$ cat config.mk
export PLATFORM = sky130hd
export DESIGN_NAME = turfio_cout_sched_flat
export DESIGN_NICKNAME = d
export VERILOG_FILES = /design/src/rtl/turfio_cout_sched_if.sv /design/src/rtl/turfio_cout_sched.sv /design/src/flat_wrapper.sv
export SDC_FILE = /design/constraint.sdc
export NUM_CORES = 1
export LEC_CHECK = 0
export CORE_MARGIN = 3
export CORE_UTILIZATION = 45
export CTS_CLUSTER_SIZE = 25
export DETAILED_ROUTE_END_ITERATION = 7
export PLACE_DENSITY_LB_ADDON = 0.3
export SYNTH_ARGS = -nofsm -noshare
export SYNTH_HDL_FRONTEND = slang
export SYNTH_SLANG_ARGS = --single-unit
$ cat constraint.sdc
create_clock -name if_clk_x2_i -period 5.1 [get_ports if_clk_x2_i]
set_input_delay 1.275 -clock if_clk_x2_i [delete_from_list [all_inputs] [get_ports if_clk_x2_i]]
set_output_delay 1.275 -clock if_clk_x2_i [all_outputs]
set_load 0.005 [all_outputs]
$ cat src/rtl/turfio_cout_sched_if.sv
`default_nettype none
// ============================================================================
//  Module      : turfio_cout_sched_if
//  Description : Source/sink bundle between the COUT command scheduler and its
//                run-command, trigger, message and training sources, plus the
//                frame outputs toward the serializer.
//  Revision    : 1.0  initial release
// ============================================================================
interface turfio_cout_sched_if;
    logic        train_i;
    logic [1:0]  runcmd_i;
    logic        runcmd_valid_i;
    logic [15:0] trig_addr_i;
    logic        trig_valid_i;
    logic        trig_ready_o;
    logic [23:0] msg_data_i;
    logic        msg_valid_i;
    logic        msg_ready_o;
    logic        if_clk_x2_phase_o;
    logic [31:0] cout_command_o;
    logic        cout_train_o;
    logic        runcmd_overflow_o;

    // Source side: drives requests, observes handshakes and the frame outputs
    modport master (
        output train_i, runcmd_i, runcmd_valid_i,
        output trig_addr_i, trig_valid_i, msg_data_i, msg_valid_i,
        input  trig_ready_o, msg_ready_o,
        input  if_clk_x2_phase_o, cout_command_o, cout_train_o, runcmd_overflow_o
    );

    // Scheduler side
    modport slave (
        input  train_i, runcmd_i, runcmd_valid_i,
        input  trig_addr_i, trig_valid_i, msg_data_i, msg_valid_i,
        output trig_ready_o, msg_ready_o,
        output if_clk_x2_phase_o, cout_command_o, cout_train_o, runcmd_overflow_o
    );
endinterface
`default_nettype wire

$ cat src/rtl/turfio_cout_sched.sv
`default_nettype none
// ============================================================================
//  Module      : turfio_cout_sched
//  Description : COUT command-word scheduler on if_clk_x2. Produces the
//                16-cycle frame marker and one 32-bit command word per frame,
//                chosen by strict priority: pending run command > trigger >
//                message > idle. Training forces the idle word and stalls all
//                sources.
//  Revision    : 1.0  initial release
// ============================================================================
module turfio_cout_sched #(
    parameter logic [31:0] IDLE_WORD      = 32'h0000_0000,
    parameter logic        TRAIN_ON_RESET = 1'b1
) (
    input  wire logic           if_clk_x2_i,
    input  wire logic           if_rst_i,
    turfio_cout_sched_if.slave  bus
);

    localparam logic [3:0] FRAME_LAST = 4'hF;
    localparam logic [3:0] TAG_RUNCMD = 4'h1;
    localparam logic [3:0] TAG_TRIG   = 4'h2;
    localparam logic [3:0] TAG_MSG    = 4'h3;

    logic [3:0]  cnt;
    logic [3:0]  seq;
    logic        phase;
    logic [31:0] command;
    logic        train;
    logic        rc_pend;
    logic [1:0]  rc;
    logic        overflow;

    logic        frame_edge;
    logic        training;
    logic        send_rc;
    logic        trig_ready;
    logic        msg_ready;

    // The word is chosen on the last cycle of the frame. Training is in force
    // either because the link is already training or because it is about to
    // start at this very edge; in both cases nothing may be consumed.
    assign frame_edge = (cnt == FRAME_LAST);
    assign training   = train | bus.train_i;
    assign send_rc    = frame_edge & ~training & rc_pend;
    // Reset is folded in so no source sees a transfer while the block is held.
    assign trig_ready = frame_edge & ~training & ~rc_pend & ~if_rst_i;
    assign msg_ready  = trig_ready & ~bus.trig_valid_i;

    assign bus.trig_ready_o      = trig_ready;
    assign bus.msg_ready_o       = msg_ready;
    assign bus.if_clk_x2_phase_o = phase;
    assign bus.cout_command_o    = command;
    assign bus.cout_train_o      = train;
    assign bus.runcmd_overflow_o = overflow;

    // Free-running frame counter; phase is registered so it is high in cycle 0
    always_ff @(posedge if_clk_x2_i) begin
        if (if_rst_i) begin
            cnt   <= 4'd0;
            phase <= 1'b0;
        end else begin
            cnt   <= cnt + 4'd1;
            phase <= frame_edge;
        end
    end

    // Frame-edge update of the command word, training select and sequence number
    always_ff @(posedge if_clk_x2_i) begin
        if (if_rst_i) begin
            command <= IDLE_WORD;
            train   <= TRAIN_ON_RESET;
            seq     <= 4'd0;
        end else if (frame_edge) begin
            train <= bus.train_i;
            if (training) begin
                command <= IDLE_WORD;
            end else if (rc_pend) begin
                command <= {TAG_RUNCMD, seq, 22'd0, rc};
                seq     <= seq + 4'd1;
            end else if (bus.trig_valid_i) begin
                command <= {TAG_TRIG, seq, 8'h00, bus.trig_addr_i};
                seq     <= seq + 4'd1;
            end else if (bus.msg_valid_i) begin
                command <= {TAG_MSG, seq, bus.msg_data_i};
                seq     <= seq + 4'd1;
            end else begin
                command <= IDLE_WORD;
            end
        end
    end

    // Single-entry run-command slot; a new strobe always wins, and a strobe on
    // the edge that ships the old code is a hand-off rather than a loss.
    always_ff @(posedge if_clk_x2_i) begin
        if (if_rst_i) begin
            rc_pend  <= 1'b0;
            rc       <= 2'b00;
            overflow <= 1'b0;
        end else if (bus.runcmd_valid_i) begin
            rc      <= bus.runcmd_i;
            rc_pend <= 1'b1;
            if (rc_pend && !send_rc) begin
                overflow <= 1'b1;
            end
        end else if (send_rc) begin
            rc_pend <= 1'b0;
        end
    end

endmodule
`default_nettype wire
$ cat src/flat_wrapper.sv
// flat-port wrapper written by rule: the top's interface ports become plain ports
module turfio_cout_sched_flat 
#(
    parameter logic [31:0] IDLE_WORD      = 32'h0000_0000,
    parameter logic        TRAIN_ON_RESET = 1'b1
)
  (if_clk_x2_i, if_rst_i, bus_train_i, bus_runcmd_i, bus_runcmd_valid_i, bus_trig_addr_i, bus_trig_valid_i, bus_msg_data_i, bus_msg_valid_i, bus_trig_ready_o, bus_msg_ready_o, bus_if_clk_x2_phase_o, bus_cout_command_o, bus_cout_train_o, bus_runcmd_overflow_o);
  turfio_cout_sched_if bus_i ();
  input  wire logic if_clk_x2_i;
  input  wire logic if_rst_i;
  input wire logic [$bits(bus_i.train_i)-1:0] bus_train_i;
  input wire logic [$bits(bus_i.runcmd_i)-1:0] bus_runcmd_i;
  input wire logic [$bits(bus_i.runcmd_valid_i)-1:0] bus_runcmd_valid_i;
  input wire logic [$bits(bus_i.trig_addr_i)-1:0] bus_trig_addr_i;
  input wire logic [$bits(bus_i.trig_valid_i)-1:0] bus_trig_valid_i;
  input wire logic [$bits(bus_i.msg_data_i)-1:0] bus_msg_data_i;
  input wire logic [$bits(bus_i.msg_valid_i)-1:0] bus_msg_valid_i;
  output wire logic [$bits(bus_i.trig_ready_o)-1:0] bus_trig_ready_o;
  output wire logic [$bits(bus_i.msg_ready_o)-1:0] bus_msg_ready_o;
  output wire logic [$bits(bus_i.if_clk_x2_phase_o)-1:0] bus_if_clk_x2_phase_o;
  output wire logic [$bits(bus_i.cout_command_o)-1:0] bus_cout_command_o;
  output wire logic [$bits(bus_i.cout_train_o)-1:0] bus_cout_train_o;
  output wire logic [$bits(bus_i.runcmd_overflow_o)-1:0] bus_runcmd_overflow_o;
  assign bus_i.train_i = bus_train_i;
  assign bus_i.runcmd_i = bus_runcmd_i;
  assign bus_i.runcmd_valid_i = bus_runcmd_valid_i;
  assign bus_i.trig_addr_i = bus_trig_addr_i;
  assign bus_i.trig_valid_i = bus_trig_valid_i;
  assign bus_i.msg_data_i = bus_msg_data_i;
  assign bus_i.msg_valid_i = bus_msg_valid_i;
  assign bus_trig_ready_o = bus_i.trig_ready_o;
  assign bus_msg_ready_o = bus_i.msg_ready_o;
  assign bus_if_clk_x2_phase_o = bus_i.if_clk_x2_phase_o;
  assign bus_cout_command_o = bus_i.cout_command_o;
  assign bus_cout_train_o = bus_i.cout_train_o;
  assign bus_runcmd_overflow_o = bus_i.runcmd_overflow_o;
  turfio_cout_sched #(.IDLE_WORD(IDLE_WORD), .TRAIN_ON_RESET(TRAIN_ON_RESET)) u_core (.if_clk_x2_i(if_clk_x2_i), .if_rst_i(if_rst_i), .bus(bus_i));
endmodule
======== Word-level counts from Yosys, hierarchy flattened ========
Index checks and enable logic that the tools add are counted.
operators by class
  add/sub/neg operators ................... 2
  equal/unequal tests ..................... 1
  mux-type cells .......................... 9
  bitwise logic cells ..................... 10
  reduce and logical (&&, ||, !) cells .... 6
operator list
  operator             count
  $mux 32              3
  $mux 30              1
  $mux 4               3
  $add 4x1->4 const B  2
  $and 1x1->1          5
  $eq 4x4->1 const B   1
  $not 1->1            4
  $reduce_and 3->1     1
  $reduce_bool 3->1    1
  $mux 1               2
  $reduce_and 2->1     1
  $reduce_bool 2->1    1
  $logic_and 1x1->1    1
  $logic_not 1->1      1
  $or 1x1->1           1
word-level totals
  register bits after elaboration ......... 46
  output and inout port bits .............. 37

======== Logic depth before layout (Yosys ltp) ========
Gate-level depths: netlist (run 1).
  depth in word-level cells ............... 7
  depth in mapped cells ................... 6

======== Worst setup path after synthesis (run 1) ========
No wires, ideal clock.
  path kind ............................... input-to-output
  start point ............................. input bus_trig_valid_i
  end point ............................... output bus_msg_ready_o
  data arrival time ....................... 1.999 ns
  data required time ...................... 3.825 ns
  path slack .............................. 1.826 ns
  cell stages on the path ................. 3
  cells stage by stage .................... clkbuf_1 > clkbuf_1 > nor4_1
between the ends
  cells in the longest elaborated chain, start to end .. 2
RTL lines
  element      line                     text
  from (decl)  flat_wrapper.sv:15       input wire logic [$bits(bus_i.trig_valid_i)-1:0] bus_trig_valid_i;
  $not 1->1    turfio_cout_sched.sv:48  assign msg_ready = trig_ready & ~bus.trig_valid_i;
  $and 1x1->1  turfio_cout_sched.sv:48
  to (decl)    flat_wrapper.sv:19       output wire logic [$bits(bus_i.msg_ready_o)-1:0] bus_msg_ready_o;
No other way between the ends.

======== Final worst setup path (run 1) ========
  start point ............................. input bus_train_i
  end point ............................... output bus_msg_ready_o
between the ends
  cells in the longest elaborated chain, start to end .. 6
RTL lines
  element                   line                     text
  from (decl)               flat_wrapper.sv:11       input wire logic [$bits(bus_i.train_i)-1:0] bus_train_i;
  $or 1x1->1                turfio_cout_sched.sv:44  assign training = train | bus.train_i;
  $not 1->1                 turfio_cout_sched.sv:47  assign trig_ready = frame_edge & ~training & ~rc_pend & ~if_rst_i;
  $and 1x1->1 (3 in a row)  turfio_cout_sched.sv:47
  $and 1x1->1               turfio_cout_sched.sv:48
No other way between the ends.

==> results of run 1 <==
flip-flops by register name (all words and copies together), names as in the netlist:
register                      cells
u_core.bus.cout_train_o           1
u_core.cnt                        4
u_core.rc                         2
u_core.bus.cout_command_o        30
u_core.bus.if_clk_x2_phase_o      1
u_core.bus.runcmd_overflow_o      1
u_core.rc_pend                    1
u_core.seq                        4
cells in the mapped netlist, types with 3 or more instances:
cell      instances
clkbuf_1          7
a21oi_1           3
nand2b_1          3
a21oi_2           8
buf_6             4
a22oi_1           8
nand2_1          12
nor2_2           10
a22oi_2          10
mux2i_1           3
buf_2             4
dfxtp_1          44
xnor2_1           4
nand3_2           8
nor2_1           23
a22o_1           14
final timing paths:
| kind | from | end | slack (ps) | cells after the start |
|---|---|---|---|---|
| worst max-delay path | bus_train_i | bus_msg_ready_o | 910 | 4 |
| worst min-delay path | u_core.cnt[0] | u_core.cnt[0] | 450 | 1 |
| worst max register to register | u_core.cnt[0] | u_core.seq[1] | 3100 | 5 |
| worst min register to register | u_core.cnt[0] | u_core.cnt[0] | 450 | 1 |
kinds of logic (layout without fill, tap and decap cells):
group / Yosys count / count (layout)
compound gates: 50 / 50
xor+xnor: 5 / 5
fa+ha+maj: 2 / 2
buf+inv: 19 / 92
flops: 44 / 44
mux: 3 / 3
other cells: 1 / 2
simple gates: 73 / 73
cell type report:
cell class / instances / area [um2] / area share (%)
repair buffers: 84 / 831 / 28.7
well taps: 50 / 62.6 / 2.16
multi-input cells: 135 / 1020 / 35.4
clock buffers: 6 / 82.6 / 2.86
flip-flops and latches: 44 / 881 / 30.5
clock inverters: 2 / 10.0 / 0.346
power by group through the flow:
| stage | sequential, W | clock (W) | combinational, W |
|---|---|---|---|
| floorplan | 0.000358 | 0 | 0.0000314 |
| global placement | 0.000359 | 0 | 0.0000711 |
| detailed placement | 0.000359 | 0 | 0.0000715 |
| CTS | 0.000351 | 0.000229 | 0.0000721 |
| global route | 0.000352 | 0.000243 | 0.0000775 |
| finish | 0.000351 | 0.000222 | 0.0000713 |
per-layer routing:
| layer | routed length, um | global-route usage, % | share of wire (%) | up-vias |
|---|---|---|---|---|
| li1 | - | - | - | 837 |
| met1 | 1970 | 21.0 | 44 | 750 |
| met2 | 2110 | 29.0 | 47 | 57 |
| met3 | 363 | 5.65 | 8.1 | 5 |
| met4 | 51 | 5.53 | 1.1 | 0 |
| met5 | 0 | 0 | 0 | - |
per-stage QoR:
step	setup slack [ps]	hold slack, ps	cell area (um2)
6_report	907	450	2890
5_1_grt	838	461	2890
4_1_cts	900	451	2890
3_5_place_dp	925	439	2800
3_3_place_gp	934	430	2800
2_1_floorplan	1830	418	2020
==> results_dict.tcl, run 1 <==
set metrics [dict create \
    status "finished, final reports clean" \
    grt_max_degree 47 \
    p_int_w 0.000501 \
    crit_arrival_ps 2920 \
    path_cells "clkdlybuf4s50_1 -> or3_4 -> nor4_1 -> clkdlybuf4s50_1" \
    die_h_um 72.9 \
    cts.clk_slew.worst_paths_ps 80 \
    combPwrFrac_pct 11.1 \
    synthArstFlopShare_pct 0 \
    core-area_um2 4170 \
    slew_headroom_pct 34.5 \
    maxCapViolations 0 \
    synth_top_family_by_area "simple AND/OR/NAND/NOR gates" \
    final_util_pct 69.3 \
    ir_worst_vdd_mv 0.152 \
    power.total_w 0.000644 \
    muxShareOfSynthArea_pct 1.49 \
    critPathKind "primary input to output pin" \
    seq_area_frac_synth_pct 43.7 \
    hold_path_class "flip-flop to flip-flop" \
    synthAdderAreaFrac_pct 1.24 \
    row_count 23 \
    slew_violations 0 \
    yosys.area_share.simple_pct 23.4 \
    power_density_nw_per_um2 223 \
    drtIter0Drc 55 \
    cp_slowest_stage_delay_ps 560 \
    crit_family "buffers and inverters" \
    worstPathMaxFanout 4 \
    crit_buf_inv 2 \
    finalCritPeriodShare_pct 82.2 \
    fmax_mhz 239 \
    ant_nets 0 \
    gr-total-overflow 0 \
    io_buffers 82 \
    post_cts_buffers 0 \
    routed-via-count 1649 \
    cp_slowest_cell "clkdlybuf4s50_1" \
    die_area_um2 5320 \
    synth_edf_count 0 \
    clock_path_buffers 2 \
    drt-vias-per-instance 5.14 \
    instances_no_fill 321 \
    post-route-min-period_ps 4190 \
    yosysWarnings 0 \
    final_common_cell "clkdlybuf4s50_1" \
    synth_area_um2 2020 \
    clkLatencyLatePin_ps 290 \
    pin_count 85 \
    synth_xor_area_share_pct 2.17 \
    cp-start-kind "primary input" \
    leakage_nw 1.00 \
    fin_setup_tns_ps 0 \
    grt_usage_pct 17.3 \
    yosys.area.top_type "dfxtp_1" \
    grt_antenna_before_repair 0 \
    syn_inst 197 \
    drc_errors 0 \
    wire_per_inst_um 14.0 \
    syn2layout_area_growth_pct 43.5 \
    cts_htree_levels 2 \
    hold_viol 0 \
    grt_pass1_wl_mm 7.21 \
    cts_buffers 5 \
    required_ps 3830 \
    finalWirelength_mm 4.50 \
    globalplace.congestion 0.659 \
    tightest_slew_ps 983 \
    syn_area_per_cell_um2 10.2 \
    synth_top_area_share_pct 43.7 \
    cts.sinks 44 \
    setup_viol_count_final 0 \
    dp_hpwl_mm 3.09 \
    pwr-share-seq_pct 54.5 \
    cts_tree "done" \
    root_buffer "clkbuf_8" \
    final_cell_mix "clkdlybuf4s50_1, dfxtp_1, nor2_1" \
    p_sw_w 0.000143 \
    initial_core_util_pct 48.3 \
    hold_buffers 0 \
    clkPwrFrac_pct 34.4 \
    swShare_pct 22.3 \
    num-nets-final 320 \
    cts-resized-gates 0 \
    clock_skew_ps 8.74 \
    drt_first_pass_iters 4 \
    die_w_um 72.9 \
    nFillCells 339 \
    diodes 0 \
    dp_cells 313 \
    synth-compound-area-share_pct 22.2 \
    drive_gt1_share_pct 20.7 \
    cp_common_cell "clkdlybuf4s50_1" \
    synth_flop_cell "dfxtp_1" \
    crit_path_end_kind "output pin" \
    synth-seq-cells 44 \
    synth.distinct_cells 40 \
    ys_top_cells_by_area "dfxtp_1, a22oi_2, a22o_1, nor2_1, nand3_2" \
    grt_pass1_vias 1595 \
    rsz0062_at_grt "false" \
]
Power figures use the tool's default switching activity.
==> run 2, diff against run 1 <==
--- a/config.mk
+++ b/config.mk
@@ -6,7 +6,7 @@
 export NUM_CORES = 1
 export LEC_CHECK = 0
 export CORE_MARGIN = 3
-export CORE_UTILIZATION = 45
+export CORE_UTILIZATION = 38
 export CTS_CLUSTER_SIZE = 25
 export DETAILED_ROUTE_END_ITERATION = 7
 export PLACE_DENSITY_LB_ADDON = 0.3
==> constraint.sdc (replaced) <==
create_clock -name if_clk_x2_i -period 3.75 [get_ports if_clk_x2_i]
set_input_delay 0.9375 -clock if_clk_x2_i [delete_from_list [all_inputs] [get_ports if_clk_x2_i]]
set_output_delay 0.9375 -clock if_clk_x2_i [all_outputs]
set_load 0.005 [all_outputs]
==> run 2 against run 1 <==
Critical path depth unchanged. Worst hold slack better by 4.0 ps. Non-clock buffer count up 3. Flip-flop and latch count unchanged. Highest routed layer unchanged.
==> results_dict.tcl, run 2 (synthesized netlist as in run 1, its figures left out) <==
set metrics [dict create \
    final_cell_mix "clkdlybuf4s50_1, dfxtp_1, nor2_1" \
    clock_path_buffers 2 \
    min_to "u_core.cnt[0]" \
    combPwrFrac_pct 10.0 \
    nFillCells 435 \
    rrSetupSlack_ps 1970 \
    cp_slowest_cell "clkdlybuf4s50_1" \
    row_count 25 \
    slew_headroom_pct 63.6 \
    reg2reg_from "u_core.cnt[0]" \
    cts.sinks 44 \
    rr_worst_depth 6 \
    fmax_mhz 285 \
    post-route-min-period_ps 3510 \
    ant_nets 0 \
    cp_common_cell "clkdlybuf4s50_1" \
    cp-start-kind "primary input" \
    setup_viol_count_final 0 \
    p_int_w 0.000797 \
    grt_pass1_vias 1657 \
    hold_slack_ps 454 \
    status "finished, final reports clean" \
    gr-total-overflow 0 \
    grt_antenna_before_repair 0 \
    grt_max_degree 37 \
    crit_arrival_ps 2570 \
    cp_slowest_stage_delay_ps 550 \
    dp_hpwl_mm 3.55 \
    crit_family "buffers and inverters" \
    finalWirelength_mm 4.79 \
    worstHoldStart "u_core.cnt[0]" \
    initial_core_util_pct 41.0 \
    dpl_cell_area_um2 2840 \
    drt_first_pass_iters 4 \
    required_ps 2810 \
    slew_violations 0 \
    post_cts_buffers 0 \
    maxCapViolations 0 \
    hold_viol 0 \
    crit_buf_inv 2 \
    root_buffer "clkbuf_8" \
    hold_path_class "flip-flop to flip-flop" \
    drive_gt1_share_pct 21.2 \
    pwr-share-seq_pct 48.1 \
    cts_tree "done" \
    final_util_pct 60.5 \
    drc_errors 0 \
    tightest_slew_ps 546 \
    swShare_pct 19.7 \
    largest_register_ff_count 30 \
    hold_buffers 0 \
    num-nets-final 323 \
    syn2layout_area_growth_pct 47.4 \
    clkLatencyLatePin_ps 290 \
    critPathKind "primary input to output pin" \
    fin_setup_tns_ps 0 \
    clock_skew_ps 8.47 \
    seqCellArea_um2 881 \
    cts.clk_slew.worst_paths_ps 80 \
    drt-vias-per-instance 4.96 \
    globalplace.congestion 0.732 \
    power_density_nw_per_um2 334 \
    wire_per_inst_um 14.1 \
    drtIter0Drc 52 \
    cts_htree_levels 2 \
    die_area_um2 6210 \
    p_sw_w 0.000196 \
    multi_input_area_um2 1020 \
    path_cells "clkdlybuf4s50_1 -> or3_4 -> nor4_1 -> clkdlybuf4s50_1" \
    r2r-end "u_core.seq[1]" \
    crit_path_end_kind "output pin" \
    die_h_um 78.8 \
    leakage_nw 1.03 \
    core-area_um2 4910 \
    grt_usage_pct 15.7 \
    rsz0062_at_grt "false" \
    final_cell_area_um2 2970 \
    ir_worst_vdd_mv 0.226 \
    grt_pass1_wl_mm 7.85 \
    io_buffers 82 \
    cts_buffers 5 \
    clkPwrFrac_pct 41.9 \
    routed-via-count 1685 \
    finalCritPeriodShare_pct 93.5 \
    worstPathMaxFanout 4 \
    cts-resized-gates 0 \
    diodes 0 \
    final_common_cell "clkdlybuf4s50_1" \
    holdPathStages 1 \
    die_w_um 78.8 \
    pin_count 85 \
]
run 2: cell types whose count changed in the layout (fill, tap and decap cells not counted), sizes merged:
cell    previous run  this run
buf                3         6
bufinv             0         2
clkbuf             6         5
clkinv             2         0
run 2: power groups by stage:
stage / clock network [W] / logic [W] / registers (W)
after floorplan: 0 / 0.0000427 / 0.000486
after global placement: 0 / 0.0000990 / 0.000488
after detailed placement: 0 / 0.000100 / 0.000489
after CTS: 0.000429 / 0.000101 / 0.000478
after global routing: 0.000444 / 0.000108 / 0.000479
final: 0.000416 / 0.0000997 / 0.000478
run 2: final cells by class:
type	count	share of cell area, %
Multi-Input combinational cell	135	34.5
Clock inverter	2	2.02
Tap cell	67	2.82
Sequential cell	44	29.6
Clock buffer	5	2.32
Timing Repair Buffer	87	28.7
run 2: layer usage:
| layer | vias up | GRT usage (%) | wire length [um] |
|---|---|---|---|
| li1 | 843 | - | - |
| met1 | 784 | 20.1 | 2130 |
| met2 | 56 | 25.7 | 2290 |
| met3 | 2 | 5.44 | 358 |
| met4 | 0 | 3.61 | 17 |
| met5 | - | 0 | 0 |
run 2: worst max path at each step:
stage,cells past startpoint,to,slack (ps),from
after global placement,4,bus_msg_ready_o,250,bus_train_i
after CTS,4,bus_msg_ready_o,250,bus_train_i
after detailed placement,4,bus_msg_ready_o,240,bus_train_i
after floorplan,3,bus_msg_ready_o,1150,bus_trig_valid_i
final,4,bus_msg_ready_o,240,bus_train_i
after global routing,4,bus_msg_ready_o,170,bus_train_i
run 2: per-stage QoR:
step                cells  total power (W)  setup slack (ps)
finish                340         0.000993               242
global route          340          0.00103               175
CTS                   340          0.00101               246
detailed placement    333         0.000589               236
global placement      333         0.000587               251
floorplan             198         0.000529              1150
==> run 3, diff against run 2 <==
--- a/config.mk
+++ b/config.mk
@@ -5,7 +5,6 @@
 export SDC_FILE = /design/constraint.sdc
 export NUM_CORES = 1
 export LEC_CHECK = 0
-export CORE_MARGIN = 3
 export CORE_UTILIZATION = 38
 export CTS_CLUSTER_SIZE = 25
 export DETAILED_ROUTE_END_ITERATION = 7
==> run 3 against run 2 <==
Flip-flop and latch count is the same. Final cell count rose by 0.88%. Sequential power about the same. Fmax rose by 0.77%. Largest cell class unchanged.
==> results_dict.tcl, run 3 (synthesized netlist as in run 1, its figures left out) <==
set metrics [dict create \
    status "finished, final reports clean" \
    final_cell_mix "clkdlybuf4s50_1, dfxtp_1, nor2_1" \
    cts_tree "done" \
    maxCapViolations 0 \
    cp_slowest_cell "clkdlybuf4s50_1" \
    cts_htree_levels 2 \
    drtIter0Drc 61 \
    required_ps 2810 \
    power.total_w 0.000853 \
    cp_slowest_stage_delay_ps 540 \
    crit_buf_inv 2 \
    post-route-min-period_ps 3480 \
    dp_hpwl_mm 3.21 \
    cts.sinks 44 \
    worstPathMaxFanout 4 \
    routed-via-count 1687 \
    num-nets-final 323 \
    fin_setup_tns_ps 0 \
    grt_pass1_vias 1493 \
    combPwrFrac_pct 11.6 \
    crit_arrival_ps 2540 \
    path_cells "clkdlybuf4s50_1 -> or3_4 -> nor4_1 -> clkdlybuf4s50_1" \
    clkPwrFrac_pct 32.4 \
    core-area_um2 5110 \
    tightest_slew_ps 542 \
    instances_no_fill 343 \
    grt_pass1_wl_mm 6.78 \
    root_buffer "clkbuf_8" \
    setup_viol_count_final 0 \
    hold_buffers 0 \
    syn2layout_area_growth_pct 45.1 \
    finalCritPeriodShare_pct 92.8 \
    grt_antenna_before_repair 0 \
    drt_first_pass_iters 4 \
    dp_cells 336 \
    globalplace.congestion 0.700 \
    pin_count 85 \
    final_util_pct 57.3 \
    power_density_nw_per_um2 292 \
    grt_max_degree 38 \
    clock_skew_ps 3.95 \
    hold_path_class "flip-flop to flip-flop" \
    cts_buffers 5 \
    row_count 26 \
    critPathKind "primary input to output pin" \
    clkLatencyLatePin_ps 290 \
    cts-resized-gates 0 \
    ir_worst_vdd_mv 0.151 \
    die_w_um 74.8 \
    grt_use_met2_pct 27.7 \
    ant_nets 0 \
    cp_common_cell "clkdlybuf4s50_1" \
    crit_family "buffers and inverters" \
    use_met3_pct 4.69 \
    clock_path_buffers 2 \
    rsz0062_at_grt "false" \
    largest_register_ff_count 30 \
    grt_use_met1_pct 19.4 \
    drive_gt1_share_pct 20.9 \
    cts.clk_slew.worst_paths_ps 80 \
    grt_usage_pct 16.1 \
    p_sw_w 0.000192 \
    gr-total-overflow 0 \
    die_area_um2 5600 \
    diodes 0 \
    initial_core_util_pct 39.5 \
    swShare_pct 22.4 \
    io_buffers 82 \
    post_cts_buffers 0 \
    final_common_cell "clkdlybuf4s50_1" \
    wire_per_inst_um 13.2 \
    drt-vias-per-instance 4.92 \
    hold_viol 0 \
    cp-start-kind "primary input" \
    finalWirelength_mm 4.52 \
    top_usage_layer "met2" \
    fmax_mhz 287 \
    slew_headroom_pct 63.9 \
    p_int_w 0.000662 \
    die_h_um 74.8 \
    drc_errors 0 \
    slew_violations 0 \
    pwr-share-seq_pct 56.0 \
    crit_path_end_kind "output pin" \
    leakage_nw 1.00 \
]
==> run 3: changes by cell type in the layout (fill, tap and decap cells not counted) <==
cell       before  now
clkbuf_1        0    1
bufinv_16       2    0
clkinv_2        0    1
==> run 3: power by group through the flow <==
stage,registers (W),clock network (W),logic [W]
after floorplan,0.000486,0,0.0000427
after global placement,0.000489,0,0.0000991
after detailed placement,0.000489,0,0.0000998
after CTS,0.000478,0.000284,0.000101
after global routing,0.000479,0.000300,0.000107
final,0.000478,0.000276,0.0000991
==> run 3: area by class of cell <==
class                   instances  area, um2
clock inverters                 1       5.00
fillers                       489       2180
well taps                      70       87.6
multi-input cells             135       1020
repair buffers                 87        853
flip-flops and latches         44        881
clock buffers                   6       72.6
==> run 3: metal layers <==
layer  up-vias  wire length [um]
met5         -                 0
met4         0                52
met3         6               277
met2        54              2120
met1       782              2070
li1        845                 -
==> run 3: final timing paths <==
path,startpoint,cells past startpoint,slack [ps],endpoint
setup / recovery,bus_train_i,4,270,bus_msg_ready_o
hold / removal,u_core.cnt[0],1,460,u_core.cnt[0]
setup reg to reg,u_core.cnt[0],6,1960,u_core.seq[1]
hold reg to reg,u_core.cnt[0],1,460,u_core.cnt[0]
==> run 3: metrics by stage <==
stage	worst slack, ps	cell area, um2	hold WS, ps
detailed placement	280	2850	438
CTS	257	2920	461
floorplan	1150	2020	418
global placement	259	2850	434
finish	269	2920	457
global route	201	2920	480
==> run 3: worst register-to-register path, delay by kind of cell, from the launching register on <==
family	cells	cell delay [ps]
buffers and inverters	1	300
AND/OR/NAND/NOR	3	540
flip-flops	1	360
multiplexers	1	220
adder cells (fa/ha/maj)	1	260
